===== config.mk =====
export PLATFORM = sky130hd
export DESIGN_NAME = lcd_frame_writer
export DESIGN_NICKNAME = d
export VERILOG_FILES = /design/src/rtl/lcd_pkg.sv /design/src/rtl/lcd_byte_xfer.sv /design/src/rtl/lcd_frame_writer_chk.sv /design/src/rtl/lcd_frame_writer.sv
export SDC_FILE = /design/constraint.sdc
export NUM_CORES = 1
export LEC_CHECK = 0
export ABC_CLOCK_PERIOD_IN_PS = 7600
export BUFFER_PORTS_ARGS = -buffer_cell sky130_fd_sc_hd__buf_4
export CAP_MARGIN = 10
export CORE_MARGIN = 10
export CORE_UTILIZATION = 55
export CTS_BUF_LIST = sky130_fd_sc_hd__clkbuf_2
export CTS_CLUSTER_DIAMETER = 120
export DETAILED_ROUTE_END_ITERATION = 8
export HOLD_SLACK_MARGIN = 0.02
export PLACE_DENSITY = 0.83
export SYNTH_ARGS = -nofsm -noshare
export SYNTH_HDL_FRONTEND = slang
export SYNTH_SLANG_ARGS = --single-unit

===== constraint.sdc =====
create_clock -name i_clk -period 7.6 [get_ports i_clk]
set_input_delay 0.76 -clock i_clk [delete_from_list [all_inputs] [get_ports i_clk]]
set_output_delay 0.76 -clock i_clk [all_outputs]
set_load 0.01 [all_outputs]

===== src/rtl/lcd_pkg.sv =====
// lcd_pkg: shared definitions for the HD44780 frame writer.
//   - controller command bytes used by the init and frame sequences
//   - top-level and byte-engine state encodings
//   - sequence lengths and byte-selection helpers
package lcd_pkg;

  localparam logic [7:0] LCD_FUNC_SET = 8'h38;  // 8-bit bus, 2 lines, 5x8 font
  localparam logic [7:0] LCD_DISP_ON  = 8'h0C;  // display on, cursor off, blink off
  localparam logic [7:0] LCD_CLEAR    = 8'h01;  // clear display (long execution time)
  localparam logic [7:0] LCD_ENTRY    = 8'h06;  // increment address, no shift
  localparam logic [7:0] LCD_ROW1     = 8'h80;  // DDRAM address 0x00
  localparam logic [7:0] LCD_ROW2     = 8'hC0;  // DDRAM address 0x40

  localparam logic [5:0] INIT_LEN  = 6'd4;
  localparam logic [5:0] FRAME_LEN = 6'd34;

  typedef enum logic [1:0] {
    ST_PWRUP = 2'd0,
    ST_INIT  = 2'd1,
    ST_IDLE  = 2'd2,
    ST_FRAME = 2'd3
  } lcd_state_e;

  typedef enum logic [1:0] {
    XF_IDLE  = 2'd0,
    XF_SETUP = 2'd1,
    XF_PULSE = 2'd2,
    XF_WAIT  = 2'd3
  } xfer_state_e;

  // Power-up command sequence, indexed by position.
  function automatic logic [7:0] init_cmd(input logic [5:0] idx);
    logic [7:0] cmd;
    case (idx)
      6'd0:    cmd = LCD_FUNC_SET;
      6'd1:    cmd = LCD_DISP_ON;
      6'd2:    cmd = LCD_CLEAR;
      6'd3:    cmd = LCD_ENTRY;
      default: cmd = 8'h00;
    endcase
    return cmd;
  endfunction

  // Character k of a 32-character frame lives at bits [8k +: 8].
  function automatic logic [7:0] char_at(input logic [255:0] f, input logic [4:0] k);
    return f[{k, 3'b000} +: 8];
  endfunction

  // Byte number idx of a frame write, returned as {rs, data}.
  // 0: row-1 address, 1..16: chars 0..15, 17: row-2 address, 18..33: chars 16..31.
  function automatic logic [8:0] frame_byte(input logic [255:0] f, input logic [5:0] idx);
    logic [8:0] b;
    if (idx == 6'd0) begin
      b = {1'b0, LCD_ROW1};
    end else if (idx <= 6'd16) begin
      b = {1'b1, char_at(f, 5'(idx - 6'd1))};
    end else if (idx == 6'd17) begin
      b = {1'b0, LCD_ROW2};
    end else begin
      b = {1'b1, char_at(f, 5'(idx - 6'd2))};
    end
    return b;
  endfunction

endpackage


===== src/rtl/lcd_byte_xfer.sv =====
// lcd_byte_xfer: single-byte write engine for the HD44780 parallel bus.
// A write runs setup (EN low), pulse (EN high) and wait (EN low) phases
// with RS/DATA held for all three.
// Ports:
//   i_clk, i_rst        : clock, synchronous active-high reset
//   i_start             : launch a write (taken only while o_ready)
//   i_rs, i_data        : register select and byte for the write
//   i_long_wait         : use T_CLR instead of T_WAIT for the wait phase
//   o_ready             : engine idle, or in the final wait cycle
//   o_lcd_rs/data/en    : registered bus outputs
module lcd_byte_xfer
  import lcd_pkg::*;
#(
  parameter int unsigned T_SETUP = 4,
  parameter int unsigned T_EN    = 25,
  parameter int unsigned T_WAIT  = 2000,
  parameter int unsigned T_CLR   = 82000
) (
  input  logic       i_clk,
  input  logic       i_rst,
  input  logic       i_start,
  input  logic       i_rs,
  input  logic [7:0] i_data,
  input  logic       i_long_wait,
  output logic       o_ready,
  output logic       o_lcd_rs,
  output logic [7:0] o_lcd_data,
  output logic       o_lcd_en
);

  localparam int unsigned T_MAX_A = (T_SETUP > T_EN) ? T_SETUP : T_EN;
  localparam int unsigned T_MAX_B = (T_WAIT > T_CLR) ? T_WAIT : T_CLR;
  localparam int unsigned T_MAX   = (T_MAX_A > T_MAX_B) ? T_MAX_A : T_MAX_B;
  localparam int unsigned CW      = $clog2(T_MAX + 1);

  localparam logic [CW-1:0] SETUP_LAST = CW'(T_SETUP - 1);
  localparam logic [CW-1:0] EN_LAST    = CW'(T_EN - 1);
  localparam logic [CW-1:0] WAIT_LAST  = CW'(T_WAIT - 1);
  localparam logic [CW-1:0] CLR_LAST   = CW'(T_CLR - 1);

  xfer_state_e   state_q, state_d;
  logic [CW-1:0] cnt_q, cnt_d;
  logic          rs_q, rs_d;
  logic [7:0]    data_q, data_d;
  logic          long_q, long_d;
  logic          en_q, en_d;
  logic [CW-1:0] wait_last;
  logic          ready;

  // Phase sequencing. Ready is raised in the last wait cycle as well, so a
  // follow-on byte starts its setup with no idle gap in between.
  always_comb begin
    state_d   = state_q;
    cnt_d     = cnt_q;
    rs_d      = rs_q;
    data_d    = data_q;
    long_d    = long_q;
    wait_last = long_q ? CLR_LAST : WAIT_LAST;
    ready     = (state_q == XF_IDLE) ||
                ((state_q == XF_WAIT) && (cnt_q == wait_last));

    if (ready && i_start) begin
      state_d = XF_SETUP;
      cnt_d   = '0;
      rs_d    = i_rs;
      data_d  = i_data;
      long_d  = i_long_wait;
    end else begin
      case (state_q)
        XF_SETUP: begin
          if (cnt_q == SETUP_LAST) begin
            state_d = XF_PULSE;
            cnt_d   = '0;
          end else begin
            cnt_d = cnt_q + CW'(1);
          end
        end
        XF_PULSE: begin
          if (cnt_q == EN_LAST) begin
            state_d = XF_WAIT;
            cnt_d   = '0;
          end else begin
            cnt_d = cnt_q + CW'(1);
          end
        end
        XF_WAIT: begin
          if (cnt_q == wait_last) begin
            state_d = XF_IDLE;
            cnt_d   = '0;
          end else begin
            cnt_d = cnt_q + CW'(1);
          end
        end
        XF_IDLE: begin
          cnt_d = '0;
        end
        default: begin
          state_d = XF_IDLE;
          cnt_d   = '0;
        end
      endcase
    end

    // EN is registered from the next state so it lines up with the phase.
    en_d = (state_d == XF_PULSE);
  end

  // Engine state, counter and bus registers.
  always_ff @(posedge i_clk) begin
    if (i_rst) begin
      state_q <= XF_IDLE;
      cnt_q   <= '0;
      rs_q    <= 1'b0;
      data_q  <= 8'h00;
      long_q  <= 1'b0;
      en_q    <= 1'b0;
    end else begin
      state_q <= state_d;
      cnt_q   <= cnt_d;
      rs_q    <= rs_d;
      data_q  <= data_d;
      long_q  <= long_d;
      en_q    <= en_d;
    end
  end

  assign o_ready    = ready;
  assign o_lcd_rs   = rs_q;
  assign o_lcd_data = data_q;
  assign o_lcd_en   = en_q;

endmodule


===== src/rtl/lcd_frame_writer_chk.sv =====
// lcd_frame_writer_chk: simulation-only sanity checks on the timing
// parameters. Every phase must last at least one cycle.
// Ports:
//   i_clk : system clock the checks are evaluated on
module lcd_frame_writer_chk #(
  parameter int unsigned T_POWERUP = 750000,
  parameter int unsigned T_SETUP   = 4,
  parameter int unsigned T_EN      = 25,
  parameter int unsigned T_WAIT    = 2000,
  parameter int unsigned T_CLR     = 82000
) (
  input logic i_clk
);

  // Reject zero-length phases.
  always @(posedge i_clk) begin
    assert (T_POWERUP != 0);
    assert (T_SETUP != 0);
    assert (T_EN != 0);
    assert (T_WAIT != 0);
    assert (T_CLR != 0);
  end

endmodule


===== src/rtl/lcd_frame_writer.sv =====
// lcd_frame_writer: writes a 32-character frame to a 16x2 HD44780 LCD.
// Runs the controller power-up init once after reset, then writes frames
// on request with a busy/done handshake. Requests seen while busy are
// collapsed into one pending frame started as soon as the block is free.
// Ports:
//   i_clk, i_rst  : clock, synchronous active-high reset
//   i_string      : 32 chars, char k at [8k +: 8]; 0..15 row 1, 16..31 row 2
//   i_update      : frame write request
//   o_busy        : high whenever not idle
//   o_done        : one-cycle pulse when a frame write completes
//   LCD_DATA/RS/RW/EN/ON/BLON : LCD parallel bus and power controls
module lcd_frame_writer
  import lcd_pkg::*;
#(
  parameter int unsigned T_POWERUP = 750000,
  parameter int unsigned T_SETUP   = 4,
  parameter int unsigned T_EN      = 25,
  parameter int unsigned T_WAIT    = 2000,
  parameter int unsigned T_CLR     = 82000
) (
  input  logic         i_clk,
  input  logic         i_rst,
  input  logic [255:0] i_string,
  input  logic         i_update,
  output logic         o_busy,
  output logic         o_done,
  output logic [7:0]   LCD_DATA,
  output logic         LCD_RS,
  output logic         LCD_RW,
  output logic         LCD_EN,
  output logic         LCD_ON,
  output logic         LCD_BLON
);

  localparam int unsigned   PW       = $clog2(T_POWERUP + 1);
  localparam logic [PW-1:0] PWR_LAST = PW'(T_POWERUP - 1);

  lcd_state_e    state_q, state_d;
  logic [PW-1:0] pcnt_q, pcnt_d;
  logic [5:0]    idx_q, idx_d;
  logic [255:0]  frame_q, frame_d;
  logic          pending_q, pending_d;
  logic          busy_q, busy_d;
  logic          done_q, done_d;

  logic          launch;
  logic          req;
  logic [8:0]    fbyte;
  logic          x_start;
  logic          x_rs;
  logic [7:0]    x_data;
  logic          x_long;
  logic          x_ready;

  // Sequencer: picks the next byte for the engine and handles the handshake.
  // A byte is issued whenever the engine is ready; idx counts bytes issued.
  always_comb begin
    state_d   = state_q;
    pcnt_d    = pcnt_q;
    idx_d     = idx_q;
    frame_d   = frame_q;
    pending_d = pending_q | (i_update & busy_q);
    done_d    = 1'b0;
    launch    = 1'b0;
    req       = pending_q | i_update;
    fbyte     = frame_byte(frame_q, idx_q);
    x_start   = 1'b0;
    x_rs      = 1'b0;
    x_data    = 8'h00;
    x_long    = 1'b0;

    case (state_q)
      ST_PWRUP: begin
        if (pcnt_q == PWR_LAST) begin
          state_d = ST_INIT;
          pcnt_d  = '0;
          x_start = 1'b1;
          x_data  = init_cmd(6'd0);
          idx_d   = 6'd1;
        end else begin
          pcnt_d = pcnt_q + PW'(1);
        end
      end
      ST_INIT: begin
        if (!x_ready) begin
          idx_d = idx_q;
        end else if (idx_q == INIT_LEN) begin
          if (req) begin
            launch = 1'b1;
          end else begin
            state_d = ST_IDLE;
          end
        end else begin
          x_start = 1'b1;
          x_data  = init_cmd(idx_q);
          x_long  = (init_cmd(idx_q) == LCD_CLEAR);
          idx_d   = idx_q + 6'd1;
        end
      end
      ST_IDLE: begin
        if (i_update) begin
          launch = 1'b1;
        end else begin
          state_d = ST_IDLE;
        end
      end
      ST_FRAME: begin
        if (!x_ready) begin
          idx_d = idx_q;
        end else if (idx_q == FRAME_LEN) begin
          done_d = 1'b1;
          if (req) begin
            launch = 1'b1;
          end else begin
            state_d = ST_IDLE;
          end
        end else begin
          x_start = 1'b1;
          x_rs    = fbyte[8];
          x_data  = fbyte[7:0];
          idx_d   = idx_q + 6'd1;
        end
      end
      default: begin
        state_d = ST_PWRUP;
        pcnt_d  = '0;
        idx_d   = 6'd0;
      end
    endcase

    // Frame start: latch the string and issue the row-1 address in the same
    // cycle, so setup of 0x80 begins the cycle after acceptance.
    if (launch) begin
      state_d   = ST_FRAME;
      frame_d   = i_string;
      idx_d     = 6'd1;
      pending_d = 1'b0;
      x_start   = 1'b1;
      x_rs      = 1'b0;
      x_data    = LCD_ROW1;
      x_long    = 1'b0;
    end else begin
      frame_d = frame_d;
    end

    busy_d = (state_d != ST_IDLE);
  end

  // Sequencer registers.
  always_ff @(posedge i_clk) begin
    if (i_rst) begin
      state_q   <= ST_PWRUP;
      pcnt_q    <= '0;
      idx_q     <= 6'd0;
      frame_q   <= 256'd0;
      pending_q <= 1'b0;
      busy_q    <= 1'b1;
      done_q    <= 1'b0;
    end else begin
      state_q   <= state_d;
      pcnt_q    <= pcnt_d;
      idx_q     <= idx_d;
      frame_q   <= frame_d;
      pending_q <= pending_d;
      busy_q    <= busy_d;
      done_q    <= done_d;
    end
  end

  lcd_byte_xfer #(
    .T_SETUP (T_SETUP),
    .T_EN    (T_EN),
    .T_WAIT  (T_WAIT),
    .T_CLR   (T_CLR)
  ) u_xfer (
    .i_clk       (i_clk),
    .i_rst       (i_rst),
    .i_start     (x_start),
    .i_rs        (x_rs),
    .i_data      (x_data),
    .i_long_wait (x_long),
    .o_ready     (x_ready),
    .o_lcd_rs    (LCD_RS),
    .o_lcd_data  (LCD_DATA),
    .o_lcd_en    (LCD_EN)
  );

  lcd_frame_writer_chk #(
    .T_POWERUP (T_POWERUP),
    .T_SETUP   (T_SETUP),
    .T_EN      (T_EN),
    .T_WAIT    (T_WAIT),
    .T_CLR     (T_CLR)
  ) u_chk (
    .i_clk (i_clk)
  );

  assign o_busy   = busy_q;
  assign o_done   = done_q;
  assign LCD_RW   = 1'b0;
  assign LCD_ON   = 1'b1;
  assign LCD_BLON = 1'b1;

endmodule


==> impl_summary.md <==
Synth
The Yosys step of the flow raised 0 warnings. sky130_fd_sc_hd__nand2_1 is the most common cell in the netlist. Synthesis produced a netlist whose cell count is 1,754. The dominant register cell in the synthesized netlist is sky130_fd_sc_hd__dfxtp_1. The synthesized area per cell is 9.180 sq um. The number of flops mapped to enable cells by yosys is 0.

Counting instances in the post-synthesis netlist gives the leading cell types as sky130_fd_sc_hd__nand2_1, sky130_fd_sc_hd__dfxtp_1, sky130_fd_sc_hd__a21oi_1. After synthesis, the cell types taking the most area are sky130_fd_sc_hd__dfxtp_1, sky130_fd_sc_hd__mux4_2, sky130_fd_sc_hd__nand2_1, sky130_fd_sc_hd__a21oi_1, sky130_fd_sc_hd__buf_2. The share of the synthesized area in the top cell type is 39.41%.

The synthesized design contains 317 register bits. The cell area after synthesis is 0.01610 sq mm. The share of synthesized registers carrying an async set or reset is 0%. The netlist uses 68 different library cells. The share of the Yosys chip area taken by registers is 39.41%. Summed over all instances, the cell type with the most area after synthesis is sky130_fd_sc_hd__dfxtp_1.

Worst setup path
STA classifies the critical path startpoint as a flop. STA classifies the critical path endpoint as a flop. Data on the critical path arrives at its endpoint at 4950 ps. The required time reported for the critical path endpoint is 8410 ps. The setup path with the least slack is of type reg -> reg. In this run the worst path has a maximum fanout of 157.

Layout
The fraction of final layout cells sized beyond drive strength 1 is 28.30%. From synthesis to final layout, the design area changed by 19.56%. The final standard cell area without fillers is 0.01925 sq mm.

The final net count is around 2,300. The filler cells instantiated in the layout total 2,241. The finished layout holds 2,466 standard cells, fillers aside.

Timing
At the pin with the least slew margin, the transition time is 1359 ps. Across the routed clock network, the largest skew measured is 65.36 ps. The total setup violations reported at the end of the flow is 0. Hold is met by 76.58 ps. Headroom to the max-slew limit came out at 9.372%.

The total count of hold-check failures in the final report is 0. Setup repair after global routing left no endpoint under its margin. The setup TNS is 0 ps. The number of pins with negative max-slew slack in the final report is 0. The time the final worst path needs with I/O delays and setup is 4141 ps. Timing would allow up to 0.2415 GHz. The final critical-path share of the clock period is a little over half.

Clock tree
The number of buffers created by CTS is 82. Clock-pin slew was measured on the worst setup and hold paths at roughly 110 ps. The count of buffers added by post-CTS timing repair for setup is 0. The maximum level of the CTS H-tree is 3. The later pin in the worst-skew pair is clocked with a latency of between 900 and 1000 ps.

The CTS tree is done. CTS placed an instance of sky130_fd_sc_hd__clkbuf_2 at the clock tree root. After clock tree synthesis, the flow added hold-fix buffers numbering 1.

The sink count of the clock tree is around 320. Once the clock tree was built, the resizer swapped 0 gates to a different size. In this run the deepest clock path goes through 3 buffers.

Route
The detailed router placed 14,810 vias in this run. The first routing iteration left 1,501 violations. The detailed-route wire length per cell is roughly 21 um. For this run, the detailed router's first-pass iteration total came to 6. The total detailed-routing wirelength is 51.24 mm.

The vias per cell is 6.004. The detail route stage leaves a number of antenna-violating nets equal to 0. After detailed routing, the number of remaining DRC violations is 0.

Power and ir drop
In this run the power density over the cells is 159.5 mW/mm^2. The worst-case vdd ir drop is 101.5 uV. For this design the static power due to leakage is roughly 6.8 nW.

Floorplanning
The initial utilization of the core area, before any placement, comes to a little under three fifths. The floorplan step defined a die boundary enclosing 0.03652 sq mm. The die extent in x is 191.1 um. The number of cell rows is 62.

The y dimension of the die is 191.1 um. During I/O placement, the number of pins put on the boundary was 274. The core box area is about 0.029 sq mm.

Run status
The run finished with clean final reports.

GRT
The overall global routing resource usage is 26.58%. The number of global-route vias before repair is 14,390. Summed over all layers, the global routing overflow is 0.

The first-pass GRT wire length is 77.22 mm. The number of antenna violations at the first check in global routing came to 2. Entering global routing, the biggest net connects 259 pins.

Job
Max-cap violations in this run came to 0.

Placement
The weighted congestion at the end of routability-driven global placement is 1.012. The number of input and output port buffers inserted is between 200 and 300. Summed over all nets, the half-perimeter wirelength after detailed placement is 36.42 mm.

The cell count after placement is 2,279. The post-placement cell area is between 0.015 and 0.02 sq mm.

Hold path
The kind of path behind the tightest hold check is in -> reg.
## layout make-up
cell class,count,area (sq um),share of cell area (%)
multi-input cells,1278,9022,46.87
flip-flops and latches,317,6354,33.00
repair buffers,323,2556,13.28
clock buffers,121,605.6,3.146
well taps,384,480.5,2.496
clock inverters,25,166.4,0.8644
inverters,17,63.81,0.3315
diodes,1,2.502,0.01300
## per-layer routing
metal / track usage (%) / wire length (um) / vias up
li1: - / - / 6751
met1: 32.09 / 19060 / 7113
met2: 42.61 / 25060 / 786
met3: 7.617 / 4733 / 153
met4: 13.67 / 2380 / 2
met5: 0 / 9 / -
## power by group
group	internal [mW]	switching, mW
clock network	0.494	0.722
registers	1.66	0.00465
logic	0.108	0.0789
## flip-flops by register name (all words and copies together) (netlist names), 2 cells and up
name,flops
frame_q,256
idx_q,6
pcnt_q,20
state_q,2
u_xfer.cnt_q,17
u_xfer.o_lcd_data,8
u_xfer.state_q,2
## kinds of logic after synthesis
| family | Yosys count | synth area share (%) |
|---|---|---|
| simple gates | 709 | 18.17 |
| compound gates | 343 | 11.94 |
| flops | 317 | 39.41 |
| mux | 176 | 22.62 |
| buf+inv | 160 | 5.004 |
| xor+xnor | 36 | 1.958 |
| fa+ha+maj | 11 | 0.8548 |
| other cells | 2 | 0.04664 |
## worst paths after layout
path                         from  slack, ps            to  cells past startpoint
setup reg to reg  u_xfer.cnt_q[5]       3460   frame_q[55]                      7
hold / removal       i_string[40]         80   frame_q[40]                      3
setup / recovery  u_xfer.cnt_q[5]       3460   frame_q[55]                      7
hold reg to reg      frame_q[173]        470  frame_q[173]                      2
## through the flow
step                utilization, %  worst slack [ps]  power, mW
floorplan                        -              3516      1.754
global placement             62.81              3604      1.871
detailed placement           62.81              3524      1.872
CTS                          65.52              3481      3.070
global route                 66.89              3157      3.196
finish                       66.89              3459      3.071
## worst max-delay path, stage by stage (launching register included)
cell and delay [ps]:
sky130_fd_sc_hd__dfxtp_1 360, sky130_fd_sc_hd__or4_4 570, sky130_fd_sc_hd__nor4_4 330, sky130_fd_sc_hd__a41o_1 760, sky130_fd_sc_hd__a41o_4 1000, sky130_fd_sc_hd__buf_12 510, sky130_fd_sc_hd__nand2_1 150, sky130_fd_sc_hd__a21oi_1 210
## cell usage in the layout, fill, tap and decap left out, types with 4 or more instances in the layout
cell	n
sky130_fd_sc_hd__clkinv_1	15
sky130_fd_sc_hd__nand3_1	20
sky130_fd_sc_hd__clkbuf_2	121
sky130_fd_sc_hd__o21ai_0	13
sky130_fd_sc_hd__inv_1	17
sky130_fd_sc_hd__clkinv_2	4
sky130_fd_sc_hd__clkinvlp_4	4
sky130_fd_sc_hd__nand2_1	548
sky130_fd_sc_hd__nor2_1	62
sky130_fd_sc_hd__and3_1	6
sky130_fd_sc_hd__nand4_1	15
sky130_fd_sc_hd__xor2_1	17
sky130_fd_sc_hd__or2_2	4
sky130_fd_sc_hd__dlygate4sd3_1	40
sky130_fd_sc_hd__xnor2_1	17
sky130_fd_sc_hd__mux2i_1	23
sky130_fd_sc_hd__dfxtp_1	315
sky130_fd_sc_hd__a21oi_1	273
sky130_fd_sc_hd__o211ai_1	4
sky130_fd_sc_hd__or3_1	7
sky130_fd_sc_hd__a211oi_1	6
sky130_fd_sc_hd__mux4_2	150
sky130_fd_sc_hd__ha_1	10
sky130_fd_sc_hd__a22oi_1	4
sky130_fd_sc_hd__or4_1	5
sky130_fd_sc_hd__nor4_1	4
sky130_fd_sc_hd__nor3_1	15
sky130_fd_sc_hd__buf_4	280
(Power assumes the default switching activity.)
